==> config.mk <==
export PLATFORM = sky130hd
export DESIGN_NAME = bcd_display_sequencer
export DESIGN_NICKNAME = d
export VERILOG_FILES = /design/src/rtl/bcd_display_sequencer.sv
export SDC_FILE = /design/constraint.sdc
export NUM_CORES = 1
export LEC_CHECK = 0
export BUFFER_PORTS_ARGS = -buffer_cell sky130_fd_sc_hd__buf_2
export CAP_MARGIN = 10
export CORE_AREA = 2 2 92 112
export DETAILED_ROUTE_END_ITERATION = 12
export DIE_AREA = 0 0 94 114
export PLACE_DENSITY = 0.84
export SKIP_CTS_REPAIR_TIMING = 1
export SYNTH_ARGS = -nofsm -noshare
export SYNTH_HDL_FRONTEND = slang
export SYNTH_SLANG_ARGS = --single-unit
==> constraint.sdc <==
create_clock -name clk -period 5 [get_ports clk]
set_input_delay 1 -clock clk [delete_from_list [all_inputs] [get_ports clk]]
set_output_delay 1 -clock clk [all_outputs]
set_load 0.03 [all_outputs]
==> src/rtl/bcd_display_sequencer.sv <==
// bcd_display_sequencer
//   Rotates one sequential double-dabble converter across four 12-bit sensor
//   channels and shows the result on a multiplexed 4-digit common-anode
//   7-segment display. Leading zeros are blanked. The decimal point of the
//   digit whose index matches the displayed channel is lit.
//
// Ports
//   clk        system clock
//   rst        synchronous active-high reset
//   ch_values  four 12-bit values, ch n = ch_values[12n+11:12n]
//   ch_enable  per-channel enable mask; disabled channels are skipped
//   hold       1 = keep re-converting the current channel every dwell
//   cur_ch     channel currently displayed
//   bcd_out    last conversion result, thousands digit in [15:12]
//   bcd_valid  one-cycle pulse when bcd_out updates
//   an         digit anodes, active-low one-hot, an[0] = units digit
//   seg        segments {g,f,e,d,c,b,a}, active-low
//   dp         decimal point, active-low
module bcd_display_sequencer #(
  parameter int DWELL_CYCLES = 50000000,
  parameter int SCAN_CYCLES  = 50000
) (
  input  logic        clk,
  input  logic        rst,
  input  logic [47:0] ch_values,
  input  logic [3:0]  ch_enable,
  input  logic        hold,
  output logic [1:0]  cur_ch,
  output logic [15:0] bcd_out,
  output logic        bcd_valid,
  output logic [3:0]  an,
  output logic [6:0]  seg,
  output logic        dp
);

  localparam int DWELL_W = $clog2(DWELL_CYCLES);
  localparam int SCAN_W  = (SCAN_CYCLES > 1) ? $clog2(SCAN_CYCLES) : 1;

  typedef enum logic [2:0] {S_IDLE, S_LOAD, S_SHIFT, S_DONE, S_WAIT} state_t;

  state_t               state_reg, state_next;
  logic [1:0]           cur_ch_reg, cur_ch_next;
  logic [11:0]          bin_reg, bin_next;
  logic [15:0]          acc_reg, acc_next;
  logic [3:0]           iter_reg, iter_next;
  logic [15:0]          bcd_out_reg, bcd_out_next;
  logic                 bcd_valid_reg, bcd_valid_next;
  logic                 disp_valid_reg, disp_valid_next;
  logic [DWELL_W-1:0]   dwell_reg, dwell_next;

  logic [SCAN_W-1:0]    scan_reg, scan_next;
  logic [1:0]           digit_reg, digit_next;
  logic [3:0]           an_reg, an_next;
  logic [6:0]           seg_reg, seg_next;
  logic                 dp_reg, dp_next;

  // ---------------------------------------------------------------
  // Channel selection
  // ---------------------------------------------------------------
  logic [1:0] rr_cand [4];
  logic [3:0] rr_hit;
  logic [1:0] lo_ch, rr_ch;
  logic       lo_found, rr_found;

  // Candidate order cur_ch+1, +2, +3, +4(=cur_ch) so the current channel is
  // considered last.
  generate
    for (genvar gi = 0; gi < 4; gi++) begin : g_rr
      assign rr_cand[gi] = cur_ch_reg + 2'(gi + 1);
      assign rr_hit[gi]  = ch_enable[rr_cand[gi]];
    end
  endgenerate

  always_comb begin
    lo_found = 1'b0;
    lo_ch    = 2'd0;
    rr_found = 1'b0;
    rr_ch    = cur_ch_reg;
    // Scanning downward lets the lowest-priority index win last.
    for (int i = 3; i >= 0; i--) begin
      if (ch_enable[i]) begin
        lo_found = 1'b1;
        lo_ch    = 2'(i);
      end
      if (rr_hit[i]) begin
        rr_found = 1'b1;
        rr_ch    = rr_cand[i];
      end
    end
  end

  // ---------------------------------------------------------------
  // Double-dabble add-3 correction
  // ---------------------------------------------------------------
  // The top bit of the thousands nibble is shifted out on every step, so only
  // its low three bits after correction are kept.
  logic [14:0] acc_adj;
  generate
    for (genvar gi = 0; gi < 3; gi++) begin : g_adj
      assign acc_adj[4*gi +: 4] = (acc_reg[4*gi +: 4] > 4'd4) ?
                                  acc_reg[4*gi +: 4] + 4'd3 : acc_reg[4*gi +: 4];
    end
  endgenerate
  assign acc_adj[14:12] = (acc_reg[15:12] > 4'd4) ? 3'(acc_reg[15:12] + 4'd3)
                                                  : acc_reg[14:12];

  // ---------------------------------------------------------------
  // Sequencer FSM
  // ---------------------------------------------------------------
  always_ff @(posedge clk) begin
    if (rst) begin
      state_reg      <= S_IDLE;
      cur_ch_reg     <= 2'd0;
      bin_reg        <= 12'd0;
      acc_reg        <= 16'd0;
      iter_reg       <= 4'd0;
      bcd_out_reg    <= 16'd0;
      bcd_valid_reg  <= 1'b0;
      disp_valid_reg <= 1'b0;
      dwell_reg      <= '0;
    end else begin
      state_reg      <= state_next;
      cur_ch_reg     <= cur_ch_next;
      bin_reg        <= bin_next;
      acc_reg        <= acc_next;
      iter_reg       <= iter_next;
      bcd_out_reg    <= bcd_out_next;
      bcd_valid_reg  <= bcd_valid_next;
      disp_valid_reg <= disp_valid_next;
      dwell_reg      <= dwell_next;
    end
  end

  always_comb begin
    state_next      = state_reg;
    cur_ch_next     = cur_ch_reg;
    bin_next        = bin_reg;
    acc_next        = acc_reg;
    iter_next       = iter_reg;
    bcd_out_next    = bcd_out_reg;
    bcd_valid_next  = 1'b0;
    disp_valid_next = disp_valid_reg;
    dwell_next      = dwell_reg;
    case (state_reg)
      S_IDLE: begin
        if (lo_found) begin
          cur_ch_next = lo_ch;
          state_next  = S_LOAD;
        end else begin
          state_next  = S_WAIT;
        end
      end
      S_LOAD: begin
        bin_next   = ch_values[12*cur_ch_reg +: 12];
        acc_next   = 16'd0;
        iter_next  = 4'd0;
        state_next = S_SHIFT;
      end
      S_SHIFT: begin
        {acc_next, bin_next} = {acc_adj, bin_reg, 1'b0};
        iter_next = iter_reg + 4'd1;
        if (iter_reg == 4'd11) state_next = S_DONE;
      end
      S_DONE: begin
        bcd_out_next    = acc_reg;
        bcd_valid_next  = 1'b1;
        disp_valid_next = 1'b1;
        dwell_next      = '0;
        state_next      = S_WAIT;
      end
      S_WAIT: begin
        if (dwell_reg == DWELL_W'(DWELL_CYCLES - 1)) begin
          dwell_next = '0;
          if (hold) begin
            state_next = S_LOAD;
          end else if (rr_found) begin
            cur_ch_next = rr_ch;
            state_next  = S_LOAD;
          end else begin
            // Nothing to show: blank the display and try again next dwell.
            disp_valid_next = 1'b0;
          end
        end else begin
          dwell_next = dwell_reg + 1'b1;
        end
      end
      default: state_next = S_IDLE;
    endcase
  end

  // ---------------------------------------------------------------
  // Display scan
  // ---------------------------------------------------------------
  function automatic logic [6:0] seg_code(input logic [3:0] d);
    case (d)
      4'd0:    seg_code = 7'h40;
      4'd1:    seg_code = 7'h79;
      4'd2:    seg_code = 7'h24;
      4'd3:    seg_code = 7'h30;
      4'd4:    seg_code = 7'h19;
      4'd5:    seg_code = 7'h12;
      4'd6:    seg_code = 7'h02;
      4'd7:    seg_code = 7'h78;
      4'd8:    seg_code = 7'h00;
      4'd9:    seg_code = 7'h10;
      default: seg_code = 7'h7F;
    endcase
  endfunction

  logic [3:0] nib_zero;
  logic [3:0] blank;

  generate
    for (genvar gi = 0; gi < 4; gi++) begin : g_nz
      assign nib_zero[gi] = (bcd_out_reg[4*gi +: 4] == 4'd0);
    end
  endgenerate

  // A digit is blank when it and every higher digit are zero; units never.
  always_comb begin
    blank[3] = ~disp_valid_reg | nib_zero[3];
    blank[2] = ~disp_valid_reg | (nib_zero[3] & nib_zero[2]);
    blank[1] = ~disp_valid_reg | (nib_zero[3] & nib_zero[2] & nib_zero[1]);
    blank[0] = ~disp_valid_reg;
  end

  // an/seg/dp are all registered from the same next digit index so they
  // switch together on one edge.
  always_comb begin
    if (scan_reg == SCAN_W'(SCAN_CYCLES - 1)) begin
      scan_next  = '0;
      digit_next = digit_reg + 2'd1;
    end else begin
      scan_next  = scan_reg + 1'b1;
      digit_next = digit_reg;
    end
    an_next  = ~(4'b0001 << digit_next);
    seg_next = blank[digit_next] ? 7'h7F : seg_code(bcd_out_reg[4*digit_next +: 4]);
    dp_next  = ~(disp_valid_reg & (digit_next == cur_ch_reg));
  end

  always_ff @(posedge clk) begin
    if (rst) begin
      scan_reg  <= '0;
      digit_reg <= 2'd0;
      an_reg    <= 4'b1110;
      seg_reg   <= 7'h7F;
      dp_reg    <= 1'b1;
    end else begin
      scan_reg  <= scan_next;
      digit_reg <= digit_next;
      an_reg    <= an_next;
      seg_reg   <= seg_next;
      dp_reg    <= dp_next;
    end
  end

  assign cur_ch    = cur_ch_reg;
  assign bcd_out   = bcd_out_reg;
  assign bcd_valid = bcd_valid_reg;
  assign an        = an_reg;
  assign seg       = seg_reg;
  assign dp        = dp_reg;

endmodule

After elaboration in Yosys (flattened, before gate mapping). Memories as Yosys holds them, arrays and structs flattened. A register that Yosys moved wholly into a read port is not among the register bits. Index checks and enable logic that the tools add are counted.

Equal/unequal tests: 16. Muxes and demuxes: 51. Reductions and logical operators: 12. Bitwise logic cells: 9. Multipliers: 1. Shift operators: 3. $add $sub $neg: 11. Magnitude comparators: 9.

Operators with widths (number): $pmux 26 s2 (1); $shiftx 48x7->12 (1); $pmux 16 s2 (1); $add 26x1->26 const B (1); $eq 26x26->1 const B (1); $mux 26 (1); $mux 2 (12); $pmux 12 s2 (1); $mux 3 (6); $mux 1 (17); $add 16x1->16 const B (1); $eq 16x16->1 const B (1); $gt 4x3->1 const B (4); $shiftx 16x5->4 (1); $lt 2x3->1 const B (5); $pmux 3 s5 (1); $add 4x2->4 const B (3); $logic_not 4->1 (3); $mux 4 (3); $ne 2x2->1 const B (6); $bmux 1 s2 (5); $pmux 4 s2 (1); $eq 3x2->1 const B (2); $reduce_and 6->1 (1); 23 further kinds (33).

Memory bits (read-only): 112. Memories kept: 1. Output and inout bits: 31. Register bits after elaboration: 104.

Memories: (name not given) (words 16, width 7, rd ports 1, clocked after Yosys merged registers in 1, wr ports 0, line 195) `case (d)`.

Logic depth before layout (Yosys ltp). Gate-level depths: netlist of run 1.

Depth in word-level cells: 10. Gate-level depth with buffers: 11. Depth with buffers taken out: 9.

Worst setup path before layout of run 1. No wires, ideal clock.

Kind: register to register. From: register scan_reg[7]. To: register seg_reg[3] (netlist: seg[3]). Stages on the path, launching flop included: 10. Required time: 4880 ps. Period minus slack after synthesis: 2878 ps. Arrival: 2758 ps. Library setup time: 120 ps. Path slack: 2122 ps. Path through: dfxtp_1 or4b_1 nor4_2 buf_6 mux4_1 mux2i_1 inv_1 ha_1 inv_1 a211o_2.

Longest elaborated chain between the ends: 5. Elaborated cells between the ends (all ways): 6. Classes of those cells: 1 x eq/ne; 1 x shift; 3 x mux; 1 x reduce/logical.

Ends and longest elaborated chain: start, declared (line 51) `logic [SCAN_W-1:0] scan_reg, scan_next;`; start signal, assigned (line 250) `scan_reg <= scan_next;`; $eq 16x16->1 * (line 230) `if (scan_reg == SCAN_W'(SCAN_CYCLES - 1)) begin`; $mux 2 * (line 230); parallel branches: the longest is 3 deep, another holds $shiftx 16x5->4; end, declared (line 54) `logic [6:0] seg_reg, seg_next;`.

Every way passes the cells marked *. The select of a mux whose other input is x is not followed. A chain may end at the register's enable or synchronous reset.

Final worst setup path of run 1.
From: register dwell_reg[0]. To: register dwell_reg[18].

Longest elaborated chain between the ends: 3. Elaborated cells between the ends (all ways): 4. Classes of those cells: 1 x add/sub; 1 x eq/ne; 2 x mux.

Ends and longest elaborated chain: start, declared (line 49) `logic [DWELL_W-1:0] dwell_reg, dwell_next;`; start signal, assigned (line 130) `dwell_reg <= dwell_next;`; $add 26x1->26 / $eq 26x26->1 (equally long branches) (line 184, 172); $mux 26 * (line 172) `if (dwell_reg == DWELL_W'(DWELL_CYCLES - 1)) begin`; $pmux 26 s2 * (line 144) `case (state_reg)`.

Every way passes the cells marked *; elsewhere a longest branch is shown, timed or not.

==> run_results.csv, run 1 <==
group,metric,value,unit
hold_path,min_from,"scan_reg[0]",
clock_network,path_clk_slew,70,ps
synth,syn_area,5660,um2
synth,ys_dominant_reg_cell,"dfxtp_1",
synth,synth_cell_types,62,
clock_network,cts_buffer_depth,2,
clock_network,htree_levels,3,
route,avgViaCountPerCell,6.06,
power_and_ir_drop,max-vdd-ir-drop,0.190,mV
clock_network,cts_sinks,111,
floorplan,rows,40,
synth,async_reset_ff_share,0,%
grt,grt-ovfl-total,0,
floorplan,die_y,114,um
route,drtIter0Drc,242,
power_and_ir_drop,combinationalPowerShare,25.0,%
setup_path,end_kind,"flop",
setup_path,required,5190,ps
floorplan,coreArea,9760,um2
layout,drive_gt1_share,16.9,%
route,wirelength_met1,5510,um
sta,max-slew-margin-rel,28.5,%
synth,ys_seq_area_share,39.3,%
setup_path,path_cells,"ha_1 > and3_1 > nand2_1 > or4_1 > or3_1 > nand2_1 > o21ai_0 > a22oi_1 > nor2_1",
sta,finalSetupTns,0,ps
grt,grt_pass1_vias,5052,
grt,grt_use_total,24.9,%
route,highest_layer,"met4",
power_and_ir_drop,p_sw,0.789,mW
setup_path,critPathMaxFanout,27,
setup_path,start_kind,"flop",
place,io_buffers,85,
floorplan,start_util,58.0,%
sta,worstMarginPinSlew,1070,ps
setup_path,cpPeakStageDelay,610,ps
synth,synth-edff-count,0,
place,placed_area,6090,um2
route,detail-route-antenna-nets,0,
hold_path,hold_path_class,"reg -> reg",
setup_path,cpLargestDelayFamily,"simple AND/OR/NAND/NOR gates",
grt,antenna_found_initial,0,
sta,hold_viol,0,
floorplan,dieArea,10700,um2
setup_path,worstSetupPathType,"reg -> reg",
floorplan,fp.dieW,94,um
sta,period_share,64.0,%
synth,synth_nets,740,
grt,grt_start_max_net_pins,56,
place,gp_congestion,0.868,
route,met2WireLength,6670,um
clock_network,numCtsBuffers,9,
sta,worst_slack,1800,ps
setup_path,cp.arrival,3390,ps
route,totalWireLength,13100,um
clock_network,root_buffer,"clkbuf_16",
synth,ys_ff_latch,111,
setup_path,r2r_slack,1800,ps
route,dr_total_vias,5240,
clock_network,cts_tree,"done",
job,drv_cap,0,
sta,fin_crit,3200,ps
layout,antenna_cells,0,
power_and_ir_drop,p_leak,2.34,nW
status,status,"completed",
power_and_ir_drop,p_clk_share,28.7,%
sta,fmax,0.313,GHz
power_and_ir_drop,powerDensity,368,nW/um2
layout,largest_reg_flops,26,
setup_path,r2r_end,"dwell_reg[18]",
hold_path,hold_end,"scan_reg[0]",
grt,grt_pass1_wl,22000,um
setup_path,r2r_cells,9,
power_and_ir_drop,p_int,1.56,mW
sta,fin_skew,9.33,ps
layout,fillers,822,
setup_path,crit_top_cell,"nand2_1",
power_and_ir_drop,switching_share,33.7,%
setup_path,timing.rr.start,"dwell_reg[0]",
setup_path,path_buf_inv,0,
synth,yosys_warnings,0,
route,wl_met3,599,um
setup_path,cp_slowest_cell,"nand2_1",
route,wl_per_cell,15.1,um
layout,area_growth,12.4,%
clock_network,worstSkewPairLatency,350,ps
synth,syn_inst,677,
power_and_ir_drop,power_frac_seq,46.3,%
synth,syn_area_per_cell,8.36,um2
place,hpwl,9260,um
place,place_ws,1820,ps
hold_path,holdPathStages,1,
sta,setup_violations,0,
route,post-route-drc-count,0,
layout,nets,797,
sta,rsz0062_at_grt,"no",
layout,fin_area,6360,um2
floorplan,ios,86,
sta,slew_violations,0,
route,drt_pass1_iterations,5,
## kinds of logic after synthesis
logic type / after synthesis / share of synthesized area, %
adders and majority gates: 9 / 1.95
xor gates and xnor gates: 30 / 4.97
AOI/OAI and AO/OA: 168 / 18.0
and+or+nand+nor: 272 / 23.1
buffers and inverters: 62 / 4.40
DFF: 111 / 39.3
muxes: 25 / 8.31
## synth_stat cells, drive strengths merged, types with 3 or more instances
cell / instances / area (um2)
a211oi: 11 / 82.6
a21o: 3 / 22.5
a21oi: 61 / 305
a222oi: 4 / 40.0
a22oi: 11 / 82.6
and2: 3 / 18.8
and3: 10 / 62.6
buf: 8 / 45.0
clkbuf: 33 / 125
dfxtp: 111 / 2220
ha: 8 / 100
inv: 21 / 78.8
mux2i: 8 / 83.8
mux4: 16 / 375
nand2: 79 / 297
nand2b: 4 / 25.0
nand3: 21 / 105
nand4: 10 / 62.6
nor2: 87 / 342
nor2b: 7 / 43.8
nor3: 11 / 55.1
nor4: 11 / 75.1
o21ai: 36 / 180
o22ai: 21 / 131
o311ai: 3 / 26.3
or2: 4 / 25.0
or3: 10 / 62.6
or4: 4 / 30.0
xnor2: 14 / 123
xor2: 16 / 159
## layer usage
metal	vias up	global-route usage [%]
met3	31	4.16
met1	2503	29.7
met2	158	43.6
met5	-	0
li1	2548	-
met4	0	11.1
## power by group through the flow
stage | registers, mW | clock network, mW | logic [mW]
final | 1.09 | 0.673 | 0.586
after global routing | 1.10 | 0.715 | 0.651
after CTS | 1.08 | 0.680 | 0.582
after detailed placement | 1.10 | 0 | 0.579
after global placement | 1.10 | 0 | 0.555
after floorplan | 1.05 | 0 | 0.508
## area by class of cell
class	count	area, um2	area share [%]
clock buffer	12	246	3.87
inverter	21	78.8	1.24
multi-input combinational	504	3190	50.1
timing repair buffer	87	440	6.92
tap	126	158	2.48
sequential	111	2220	34.9
clock inverter	4	30.0	0.472
## through the flow
| step | util (%) | cells | power [mW] | hold WS, ps |
|---|---|---|---|---|
| floorplan | - | 677 | 1.55 | 430 |
| global placement | 62.4 | 849 | 1.65 | 441 |
| detailed placement | 62.4 | 849 | 1.68 | 458 |
| CTS | 65.2 | 865 | 2.35 | 468 |
| global route | 65.2 | 865 | 2.47 | 510 |
| finish | 65.2 | 865 | 2.34 | 464 |
## cells in the final DEF, fill, tap and decap left out, types with 3 or more instances in the layout
cell type    n
a21o_1       3
clkbuf_16    9
xor2_1      15
o22ai_1     21
nand3_1     21
nor3_1      11
nand2_1     79
inv_1       21
nor2_1      85
or4_1        4
o311ai_0     3
xnor2_1     14
or2_2        4
and2_1       3
nor4_1      10
a22oi_1     11
dfxtp_1    111
ha_1         8
a211oi_1    11
nand4_1     10
o21ai_0     36
mux4_2      12
nor2b_1      7
and3_1      10
mux4_1       4
nand2b_1     4
or3_1       10
a21oi_1     61
a222oi_1     4
mux2i_1      7
buf_2       85
## how the worst max path moves through the flow
stage	to	cells past startpoint	slack (ps)	start
after floorplan	seg[3]	9	2120	scan_reg[7]
after global placement	dwell_reg[18]	9	1970	dwell_reg[0]
after detailed placement	dwell_reg[18]	9	1820	dwell_reg[0]
after CTS	dwell_reg[18]	9	1810	dwell_reg[0]
after global routing	dwell_reg[18]	9	1540	dwell_reg[0]
final	dwell_reg[18]	9	1800	dwell_reg[0]
No activity file was read; power rests on OpenSTA's default activity.
==> inputs of run 2 (changes only) <==
- CORE_AREA: 2 2 92 112 -> 2 2 99 120
- DIE_AREA: 0 0 94 114 -> 0 0 101 122
- PLACE_DENSITY: 0.84 -> 0.77
- clock period: 5 -> 2.75 ns (I/O delays scaled with it)
==> run 2 against run 1 <==
  * The run now ends with setup timing left
  * Core utilization shrank 4.5 points
  * Sequential cell count is the same
  * Clock skew barely moved
==> run_results.csv, run 2 (synthesis gave the netlist of run 1 again) <==
group,metric,value,unit
layout,instances_no_fill,920,
sta,setup_violations,6,
setup_path,crit_start,"scan_reg[15]",
hold_path,hold_path_class,"reg -> reg",
sta,rsz0062_at_grt,"yes",
layout,fin_area,6860,um2
route,drt_pass1_iterations,5,
sta,worst_slack,-181,ps
sta,worst_hold_slack,480,ps
grt,grt_use_total,23.6,%
layout,area_growth,21.1,%
route,drtIter0Drc,313,
sta,fin_skew,9.63,ps
clock_network,cts_buffer_depth,2,
setup_path,start_kind,"flop",
grt,grt_pass1_wl,23600,um
setup_path,end_kind,"flop",
hold_path,min_from,"dwell_reg[6]",
layout,largest_reg_flops,26,
power_and_ir_drop,powerDensity,664,nW/um2
floorplan,rows,43,
sta,fmax,0.341,GHz
setup_path,path_cells,"or4bb_1 > nor4_4 > buf_6 > mux4_2 > mux2i_2 > inv_2 > ha_4 > inv_2 > a211o_2",
status,violations,"setup timing",
place,io_buffers,85,
power_and_ir_drop,max-vdd-ir-drop,0.398,mV
power_and_ir_drop,p_leak,2.62,nW
setup_path,critPathMaxFanout,5,
clock_network,numCtsBuffers,9,
sta,worstMarginPinSlew,1140,ps
clock_network,cts_sinks,111,
route,detail-route-antenna-nets,0,
floorplan,ios,86,
grt,grt_start_max_net_pins,77,
grt,antenna_found_initial,0,
setup_path,cp_slowest_cell,"or4bb_1",
layout,drive_gt1_share,24.3,%
sta,max-slew-margin-rel,23.6,%
sta,finalSetupTns,-753,ps
clock_network,root_buffer,"clkbuf_16",
setup_path,cp.arrival,3170,ps
layout,layout_commonest_cell,"dfxtp_1",
setup_path,path_buf_inv,3,
place,placed_area,6390,um2
power_and_ir_drop,finalPower,4.56,mW
setup_path,required,2990,ps
setup_path,cpLargestDelayFamily,"simple AND/OR/NAND/NOR gates",
layout,nets,843,
place,place_inst,894,
job,drv_cap,0,
place,gp_congestion,0.887,
clock_network,worstSkewPairLatency,360,ps
sta,fin_crit,2930,ps
route,totalWireLength,14600,um
setup_path,timing.rr.start,"scan_reg[15]",
place,place_ws,-191,ps
route,avgViaCountPerCell,6.04,
route,post-route-drc-count,0,
setup_path,cpPeakStageDelay,550,ps
floorplan,coreArea,11300,um2
floorplan,start_util,50.1,%
sta,period_share,107,%
clock_network,path_clk_slew,70,ps
setup_path,crit_top_cell,"inv_2",
clock_network,htree_levels,3,
layout,final_cell_mix,"dfxtp_1, buf_2, nor2_1",
floorplan,dieArea,12300,um2
route,wl_per_cell,15.9,um
clock_network,cts_tree,"done",
sta,hold_viol,0,
floorplan,fp.dieW,101,um
place,hpwl,10200,um
grt,grt-ovfl-total,0,
grt,grt_pass1_vias,5274,
layout,fin_util,60.7,%
layout,antenna_cells,0,
route,dr_total_vias,5554,
floorplan,die_y,122,um
setup_path,worstSetupPathType,"reg -> reg",
status,status,"finished, violations left",
sta,slew_violations,0,
[run 2: changes by cell type in the layout (fill, tap and decap cells not counted), moves of 3 or more]
| cell | before | now |
|---|---|---|
| mux2i_1 | 7 | 4 |
| buf_4 | 2 | 42 |
| buf_6 | 0 | 3 |
| dfxtp_2 | 0 | 4 |
| mux2i_2 | 1 | 4 |
| dfxtp_1 | 111 | 107 |
[run 2: cell type report]
type | instances | area (um2)
tap | 135 | 169
clock inverter | 5 | 81.3
multi-input combinational | 504 | 3230
inverter | 21 | 78.8
fill | 939 | 4440
sequential | 111 | 2230
clock buffer | 11 | 243
timing repair buffer | 133 | 826
[run 2: power breakdown]
group / total (mW) / switching (mW) / internal (mW)
clock network: 1.42 / 0.600 / 0.824
logic: 1.25 / 0.755 / 0.496
registers: 1.88 / 0.133 / 1.75
[run 2: final timing paths]
check | slack [ps] | end | cells after the start
worst max-delay path | -180 | seg[3] | 9
worst min-delay path | 480 | dwell_reg[6] | 1
worst max register to register | -180 | seg[3] | 9
worst min register to register | 480 | dwell_reg[6] | 1
[run 2: metal layers]
metal	up-vias	global-route usage, %	wire [um]
met3	38	3.44	684
met5	-	0	0
met4	0	10.8	396
met2	171	43.2	7830
li1	2649	-	-
met1	2696	26.8	5710
